`config.mk`:
```
export PLATFORM = sky130hd
export DESIGN_NAME = instruction_fetch
export DESIGN_NICKNAME = d
export VERILOG_FILES = /design/src/rtl/instruction_fetch_pkg.sv /design/src/rtl/instruction_fetch_fifo.sv /design/src/rtl/instruction_fetch.sv
export SDC_FILE = /design/constraint.sdc
export NUM_CORES = 1
export LEC_CHECK = 0
export CELL_PAD_IN_SITES_DETAIL_PLACEMENT = 0
export CELL_PAD_IN_SITES_GLOBAL_PLACEMENT = 1
export CORE_MARGIN = 10
export CORE_UTILIZATION = 45
export CTS_CLUSTER_SIZE = 30
export DETAILED_ROUTE_END_ITERATION = 8
export PLACE_DENSITY_LB_ADDON = 0.25
export REMOVE_ABC_BUFFERS = 1
export SLEW_MARGIN = 20
export SYNTH_ARGS = -nofsm -noshare
export SYNTH_HDL_FRONTEND = slang
export SYNTH_SLANG_ARGS = --single-unit
```
`constraint.sdc`:
```
create_clock -name clk -period 44.9 [get_ports clk]
set_clock_uncertainty 0.1 [all_clocks]
set_input_delay 8.98 -clock clk [delete_from_list [all_inputs] [get_ports clk]]
set_output_delay 8.98 -clock clk [all_outputs]
set_load 0.02 [all_outputs]
```
`src/rtl/instruction_fetch_pkg.sv`:
```
// Shared types for the fetch stage: the buffered fetch entry and the
// instruction word size.
package instruction_fetch_pkg;

  typedef logic [31:0] int32_t;

  localparam int unsigned INSTR_BYTES = 4;

  typedef struct packed {
    int32_t pc;
    int32_t instr;
    logic   fault;
  } fetch_entry_t;

  function automatic logic is_aligned(input int32_t addr);
    return addr[1:0] == 2'b00;
  endfunction

endpackage

```
`src/rtl/instruction_fetch_fifo.sv`:
```
// Small synchronous FIFO with registered storage and a combinational head.
// An occupancy count is exported so the owner can do its own flow control.
module fetch_fifo #(
  parameter int  DEPTH = 4,
  parameter type T     = logic [31:0]
) (
  input  logic                   clk,
  input  logic                   rst,
  input  logic                   push,
  input  T                       push_data,
  input  logic                   pop,
  input  logic                   clear,
  output logic [$clog2(DEPTH):0] count,
  output T                       head
);

  localparam int AW = $clog2(DEPTH);
  localparam logic [AW:0] FULL_CNT = (AW + 1)'(DEPTH);

  T               mem_q [DEPTH];
  T               mem_d [DEPTH];
  logic [AW-1:0]  rd_q, rd_d, wr_q, wr_d;
  logic [AW:0]    cnt_q, cnt_d;
  logic           push_ok, pop_ok;

  always_comb begin
    mem_d   = mem_q;
    rd_d    = rd_q;
    wr_d    = wr_q;
    cnt_d   = cnt_q;
    push_ok = push && (cnt_q != FULL_CNT);
    pop_ok  = pop && (cnt_q != '0);
    if (clear) begin
      rd_d  = '0;
      wr_d  = '0;
      cnt_d = '0;
    end else begin
      if (push_ok) begin
        mem_d[wr_q] = push_data;
        wr_d        = wr_q + 1'b1;
      end else begin
        wr_d = wr_q;
      end
      if (pop_ok) begin
        rd_d = rd_q + 1'b1;
      end else begin
        rd_d = rd_q;
      end
      cnt_d = cnt_q + {{AW{1'b0}}, push_ok} - {{AW{1'b0}}, pop_ok};
    end
  end

  always_ff @(posedge clk or posedge rst) begin
    if (rst) begin
      mem_q <= '{default: '0};
      rd_q  <= '0;
      wr_q  <= '0;
      cnt_q <= '0;
    end else begin
      mem_q <= mem_d;
      rd_q  <= rd_d;
      wr_q  <= wr_d;
      cnt_q <= cnt_d;
    end
  end

  assign count = cnt_q;
  assign head  = mem_q[rd_q];

endmodule

```
`src/rtl/instruction_fetch.sv`:
```
// Fetch stage: issues instruction-memory reads at the current PC, buffers
// returned words for decode and discards in-flight fetches on a redirect.
module instruction_fetch
  import instruction_fetch_pkg::*;
#(
  parameter int DEPTH = 4
) (
  input  logic        clk,
  input  logic        rst,
  input  logic [31:0] pc,
  output logic        pc_increment,
  input  logic        flush,
  output logic        mem_req,
  output logic [31:0] mem_addr,
  input  logic        mem_gnt,
  input  logic        mem_rvalid,
  input  logic [31:0] mem_rdata,
  output logic        instr_valid,
  input  logic        instr_ready,
  output logic [31:0] instr,
  output logic [31:0] instr_pc,
  output logic        instr_fault
);

  localparam int CW = $clog2(DEPTH) + 1;
  localparam logic [CW-1:0] DEPTH_C = CW'(DEPTH);

  localparam logic [0:0] STATE_RUN   = 1'b0;
  localparam logic [0:0] STATE_FAULT = 1'b1;

  logic [0:0]    state_q, state_d;
  logic [CW-1:0] disc_q, disc_d;
  logic [CW-1:0] aq_count, buf_count, occ, o_next;
  int32_t        aq_head;
  fetch_entry_t  buf_head, buf_in;
  logic          in_run, aligned, fault_push, rsp_keep, buf_push, buf_pop;

  // The address queue length is the outstanding-request count.
  fetch_fifo #(.DEPTH(DEPTH), .T(int32_t)) u_addr_q (
    .clk       (clk),
    .rst       (rst),
    .push      (pc_increment),
    .push_data (pc),
    .pop       (mem_rvalid),
    .clear     (1'b0),
    .count     (aq_count),
    .head      (aq_head)
  );

  fetch_fifo #(.DEPTH(DEPTH), .T(fetch_entry_t)) u_instr_buf (
    .clk       (clk),
    .rst       (rst),
    .push      (buf_push),
    .push_data (buf_in),
    .pop       (buf_pop),
    .clear     (flush),
    .count     (buf_count),
    .head      (buf_head)
  );

  always_comb begin
    in_run       = (state_q == STATE_RUN);
    aligned      = is_aligned(pc);
    occ          = aq_count + buf_count;
    mem_req      = !rst && in_run && !flush && aligned && (occ < DEPTH_C);
    pc_increment = mem_req && mem_gnt;
    // A misaligned PC is reported only once the pipe ahead of it is empty.
    fault_push   = !rst && in_run && !flush && !aligned &&
                   (aq_count == '0) && (buf_count < DEPTH_C);
    rsp_keep     = mem_rvalid && (disc_q == '0) && !flush;
    buf_push     = rsp_keep || fault_push;
    if (fault_push) begin
      buf_in = '{pc: pc, instr: 32'h0000_0000, fault: 1'b1};
    end else begin
      buf_in = '{pc: aq_head, instr: mem_rdata, fault: 1'b0};
    end
    instr_valid  = !rst && (buf_count != '0) && !flush;
    buf_pop      = instr_valid && instr_ready;
    o_next       = aq_count + {{(CW-1){1'b0}}, pc_increment}
                            - {{(CW-1){1'b0}}, mem_rvalid};
    if (flush) begin
      disc_d = o_next;
    end else if (mem_rvalid && (disc_q != '0)) begin
      disc_d = disc_q - {{(CW-1){1'b0}}, 1'b1};
    end else begin
      disc_d = disc_q;
    end
    if (flush) begin
      state_d = STATE_RUN;
    end else if (fault_push) begin
      state_d = STATE_FAULT;
    end else begin
      state_d = state_q;
    end
  end

  always_ff @(posedge clk or posedge rst) begin
    if (rst) begin
      state_q <= STATE_RUN;
      disc_q  <= '0;
    end else begin
      state_q <= state_d;
      disc_q  <= disc_d;
    end
  end

  assign mem_addr    = pc;
  assign instr       = buf_head.instr;
  assign instr_pc    = buf_head.pc;
  assign instr_fault = buf_head.fault;

endmodule

```
==> run metrics, run 1 <==
Vias=10145; global-route wire length before repair=65200 µm; cell taking the most area after synthesis=dfrtp_1; RSZ-0062 raised after global routing=no; Seq/Total Area, Yosys=0.539; outcome=finished, final reports clean; placed cell count=1777; TritonCTS Buffers=45; Final Instance Area=22400 µm²; Setup Buffers After CTS=0; syn avg cell area=16.2 µm²; routability cong.=0.726; antenna cells=0; worst hold margin=392 ps; Synth Warn #=0; H-tree Lvls=2; Arrival @ worst endpoint=11700 ps; final setup TNS=0 ps; Yosys reg bits=406; R2R setup slack=40970 ps; # rows=74; worst vdd ir=0.0403 mV; r2r endpoint=u_instr_buf.mem_q[43]$_DFFE_PP0P_; post-route non-filler standard cell count=1860; Distinct cells, synth=35; largest net degree at the start of global routing=138; CP Max Fanout=17; post-synthesis cell count=1162; maxcap violations=0; Least-Margin Pin Slew=1080 ps; worst hold path class=flip-flop to flip-flop; DIE AREA=50500 µm²; remaining antenna violation count=0; initial core utilization=0.458; crit path time final=20780 ps; worst-skew pair later-pin latency=560 ps; hold buffer count at cts=0; Clk pin slew, worst setup/hold paths=60 ps; Tot Pwr=1.18 mW; Req. time, crit path=35820 ps; vias in the first global route=11250; Slowest cell on crit path=clkdlybuf4s50_1; Hold Path Stages=2; clock sinks=406; post-layout util=0.545; Fin. Hold Viols=0; worst-path cell chain=clkdlybuf4s50_1 -> or3_1 -> or3_1 -> nor2_1 -> and2_1 -> clkdlybuf4s50_1; # IOs=170; FF-to-FF path depth=6; root buf cell=clkbuf_16; clk buf depth=3; fmax=0.0481 GHz; crit path kind=input port to primary output; grt ovf=0; Leak=10.4 nW; Hold EP=state_q$_DFFE_PP0P_; dpl ws=24130 ps; Tcrit/Tclk final=0.463; DRC=0; TritonCTS clock tree=done; port bufs=169; post-synth top area share=0.539; area delta synth->final=18.8%; RR Startpoint=u_addr_q.count[1]$_DFF_PP0_; initial antenna violation count=0; post-DP HPWL=24500 µm; Post-Route WL=40600 µm; fraction of final layout cells sized beyond drive strength 1=0.465; core region area=41100 µm²; GRT Util Overall=0.164; Slew headroom=0.283; CP startpoint kind=input port; fillcell total=3387; nets=1382; Vias/cell=5.45; drt wl/cell=21.8 µm; Syn Std Cell Area=18800 µm²; post-CTS resize count=0; Die W=225 µm; Iteration-0 DRC Markers=498; Die H=225 µm; TritonRoute pass-1 iters=4; Worst setup EP type=primary output; Pwr Density=52.6 nW/µm²; critical path's largest stage delay=690 ps; max-slew violations=0; hold path startpoint=state_q$_DFFE_PP0P_; Synth area leaders=dfrtp_1 54%, mux2_2 23%, mux4_2 12%; dpl cell area=20700 µm²; Final WS setup=24120 ps; setup violators final=0
-- where the power goes --
group / internal, mW / switching (mW)
Clock: 0.261 / 0.151
Sequential: 0.430 / 0.0463
Combinational: 0.164 / 0.125
Total: 0.855 / 0.323
-- placed cells by master (no fill, tap or decap), drive strengths merged, types with 5 or more instances in the layout --
| master | count |
|---|---|
| clkbuf | 63 |
| nor2b | 9 |
| ha | 17 |
| xnor2 | 7 |
| clkdlybuf4s50 | 169 |
| mux4 | 97 |
| nand2 | 6 |
| bufinv | 9 |
| buf | 20 |
| nor2 | 8 |
| clkinv | 9 |
| mux2 | 415 |
| dfrtp | 406 |
| nor4b | 5 |
| xor2 | 5 |
| inv | 18 |
| and2 | 35 |
-- layout make-up --
cell class	count	area (µm²)	area share
sequential	406	10200	0.454
multi-input combinational	633	7960	0.356
timing repair buffer	189	1840	0.0823
clock buffer	63	1350	0.0601
tap	532	666	0.0297
clock inverter	20	332	0.0148
inverter	17	71.3	0.00319
-- flip-flops by register name, indices dropped and copies added (netlist names) --
register,flops
u_addr_q.mem_q,128
u_instr_buf.rd_q,2
u_instr_buf.wr_q,2
u_addr_q.wr_q,2
u_addr_q.rd_q,2
u_instr_buf.mem_q,260
u_instr_buf.count,3
disc_q,3
state_q,1
u_addr_q.count,3
-- synthesized netlist by cell type, drive strengths merged --
| library cell | count |
|---|---|
| nand2 | 6 |
| mux2i | 3 |
| fa | 3 |
| buf | 90 |
| xor2 | 5 |
| or4b | 1 |
| inv | 17 |
| a21boi | 4 |
| mux4 | 97 |
| a211oi | 1 |
| mux2 | 415 |
| ha | 17 |
| and2 | 35 |
| nor4 | 1 |
| nor2 | 8 |
| o21ai | 1 |
| xnor2 | 7 |
| nor3b | 1 |
| or3 | 3 |
| dfrtp | 406 |
| a31oi | 1 |
| nand2b | 3 |
| o31ai | 1 |
| or4 | 1 |
| nor2b | 9 |
| nor3 | 4 |
| a21oi | 1 |
| clkbuf | 16 |
| nor4b | 5 |
-- worst max path at each step --
| stage | startpoint | endpoint | slack [ps] | cells past startpoint |
|---|---|---|---|---|
| 2_1_floorplan | rst | disc_q[0]$_DFFE_PP0P_ | 24530 | 1 |
| 3_3_place_gp | flush | pc_increment | 24150 | 6 |
| 4_1_cts | flush | pc_increment | 24130 | 6 |
| 6_report | flush | pc_increment | 24120 | 6 |
| 3_5_place_dp | flush | pc_increment | 24130 | 6 |
| 5_1_grt | flush | pc_increment | 23950 | 6 |
-- layer usage --
metal,up-vias,part of all wire,global-route usage
met4,0,0.021,0.0491
li1,4500,-,-
met3,59,0.052,0.0393
met2,158,0.49,0.275
met5,-,0,0
met1,5428,0.44,0.207
-- logic make-up (layout without fill, tap and decap cells) --
| family | Yosys count | in the layout | share of synthesized area |
|---|---|---|---|
| buf+inv | 123 | 289 | 0.0410 |
| compound gates | 9 | 9 | 0.00325 |
| xor+xnor | 12 | 12 | 0.00558 |
| simple gates | 77 | 77 | 0.0276 |
| flops | 406 | 406 | 0.539 |
| fa+ha+maj | 20 | 20 | 0.0145 |
| mux | 515 | 515 | 0.369 |
-- critical path: cells and delay by family --
family | cells | cell delay [ps]
buffers and inverters | 2 | 1290
AND/OR/NAND/NOR | 4 | 1430
Power figures use the tool's default switching activity.
==> run 2, diff against run 1 <==
--- a/config.mk
+++ b/config.mk
@@ -8,7 +8,7 @@
 export CELL_PAD_IN_SITES_DETAIL_PLACEMENT = 0
 export CELL_PAD_IN_SITES_GLOBAL_PLACEMENT = 1
 export CORE_MARGIN = 10
-export CORE_UTILIZATION = 45
+export CORE_UTILIZATION = 44
 export CTS_CLUSTER_SIZE = 30
 export DETAILED_ROUTE_END_ITERATION = 8
 export PLACE_DENSITY_LB_ADDON = 0.25
==> constraint.sdc (replaced) <==
create_clock -name clk -period 17.05 [get_ports clk]
set_clock_uncertainty 0.1 [all_clocks]
set_input_delay 3.41 -clock clk [delete_from_list [all_inputs] [get_ports clk]]
set_output_delay 3.41 -clock clk [all_outputs]
set_load 0.02 [all_outputs]
==> run metrics, run 2 (synthesized netlist as in run 1, its figures left out) <==
# rows=75 (+1.4%); clk buf depth=3 (unchanged); critical path's largest stage delay=680 ps (about the same); CP Max Fanout=17 (unchanged); register with the most flip-flops=u_instr_buf.mem_q; largest net degree at the start of global routing=107 (-22%); Setup Buffers After CTS=0 (unchanged); outcome=finished, final reports clean; grt ovf=0 (unchanged); Slew headroom=0.288 (+0.00530); most common cell after layout, fill and taps aside=dfrtp_1; DIE AREA=51500 µm² (+2.1%); remaining antenna violation count=0 (unchanged); Worst Path Buf+Inv=2 (unchanged); global-route wire length before repair=66100 µm (+1.4%); H-tree Lvls=2 (unchanged); Arrival @ worst endpoint=6110 ps (-5590 ps); GRT Util Overall=0.164 (+0.000215); maxcap violations=0 (unchanged); worst hold path class=flip-flop to flip-flop; Largest regs=u_instr_buf.mem_q: 260 flops, u_addr_q.mem_q: 128 flops; Switching Share=0.276 (+0.00233); Worst setup EP type=primary output; crit path time final=9620 ps; worst-skew pair later-pin latency=560 ps (about the same); fmax=0.104 GHz; Net Switching=0.839 mW (+160%); post-route non-filler standard cell count=1868 (+0.43%); CP startpoint kind=input port; Crit path max-delay family=simple AND/OR/NAND/NOR gates; clock sinks=406 (unchanged); core region area=42100 µm² (+2.5%); post-CTS resize count=0 (unchanged); Vias/cell=5.41 (-0.87%); Clk pin slew, worst setup/hold paths=50 ps (about the same); nets=1383 (+0.072%); r2r endpoint=u_instr_buf.mem_q[143]$_DFFE_PP0P_; Vias=10100 (-0.44%); Die W=227 µm (+1.0%); # IOs=170 (unchanged); Fin. Hold Viols=0 (unchanged); Least-Margin Pin Slew=1070 ps (-7.95 ps); TritonCTS clock tree=done; Tot Pwr=3.04 mW (+160%); post-layout util=0.530 (-0.0145); Req. time, crit path=13540 ps (-22280 ps); root buf cell=clkbuf_16; Iteration-0 DRC Markers=444 (-11%); Die H=227 µm (+1.0%); port bufs=169 (unchanged); Reg power frac=0.410 (+0.005); DRC=0 (unchanged); placed cell count=1784 (+0.39%); antenna cells=0 (unchanged); TritonRoute pass-1 iters=4 (unchanged); setup violators final=0 (unchanged); Tcrit/Tclk final=0.564; routability cong.=0.709 (-2.4%); Post-Route WL=41000 µm (+0.81%); post-DP HPWL=23900 µm (-2.4%); RR Startpoint=u_addr_q.count[0]$_DFF_PP0_; hold buffer count at cts=0 (unchanged); max FFs per register=260 (unchanged); worst-path cell chain=clkdlybuf4s50_1 -> or3_1 -> or3_1 -> nor2_1 -> and2_1 -> clkdlybuf4s50_1; Power Internal=2.20 mW (+160%); Comb power frac=0.254 (+0.008); worst vdd ir=0.0772 mV (+92%); Final WS setup=7430 ps (-16690 ps); Hold EP=u_addr_q.mem_q[101]$_DFFE_PP0P_; area delta synth->final=18.5%; R2R setup slack=13410 ps (-27560 ps); clock share of power=0.336 (-0.013); max-slew violations=0 (unchanged); initial core utilization=0.447 (-0.0111); Hold Path Stages=1 (-1); commonest non-fill, non-tap cells in the layout=402 x dfrtp_1, 390 x mux2_2, 169 x clkdlybuf4s50_1; Leak=10.3 nW (-0.29%); TritonCTS Buffers=46 (+2.2%); vias in the first global route=11289 (+0.35%); crit path kind=input port to primary output; fraction of final layout cells sized beyond drive strength 1=0.464 (-0.00110); final setup TNS=0 ps (unchanged); initial antenna violation count=0 (unchanged); Slowest cell on crit path=clkdlybuf4s50_1; hold path startpoint=u_addr_q.mem_q[101]$_DFFE_PP0P_; drt wl/cell=21.9 µm (+0.38%); RSZ-0062 raised after global routing=no; Pwr Density=136 nW/µm² (+160%); FF-to-FF path depth=5 (-1); dpl ws=7420 ps (-16710 ps)
[run 2: cell count changes in the layout (fill, tap and decap cells not counted), sizes merged]
cell and change:
clkbuf +11, bufinv -7, clkinv -3
[run 2: per-layer routing]
metal | share of wire | vias to the layer above | track usage
met1 | 0.44 | 5398 | 0.216
li1 | - | 4494 | -
met3 | 0.048 | 47 | 0.0365
met5 | 0 | - | 0
met4 | 0.015 | 0 | 0.0387
met2 | 0.49 | 161 | 0.273
[run 2: worst max-delay path by stage]
stage	slack, ps	to	from	cells past startpoint
3_3_place_gp	7420	pc_increment	flush	6
6_report	7430	pc_increment	flush	6
5_1_grt	7270	pc_increment	flush	6
2_1_floorplan	2250	disc_q[0]$_DFFE_PP0P_	rst	1
3_5_place_dp	7420	pc_increment	flush	6
4_1_cts	7410	pc_increment	flush	6
[run 2: final cells by class]
class,instances,area (µm²)
clock buffer,74,1500
clock inverter,10,113
fill,3471,19800
inverter,17,71.3
multi-input combinational,633,7960
sequential,406,10200
tap,539,674
timing repair buffer,189,1850
[run 2: metrics by stage]
stage | area (µm²) | hold slack, ps
after floorplan | 18100 | 352
after global placement | 20700 | 364
after detailed placement | 20700 | 374
after CTS | 22300 | 387
after global routing | 22300 | 405
final | 22300 | 386
[run 2: power groups by stage]
stage	Combinational [mW]	Clock (mW)	Sequential, mW
after global routing	0.843	1.10	1.27
after detailed placement	0.786	0	1.26
after floorplan	0.520	0	1.24
after global placement	0.774	0	1.25
after CTS	0.789	1.05	1.25
final	0.772	1.02	1.24
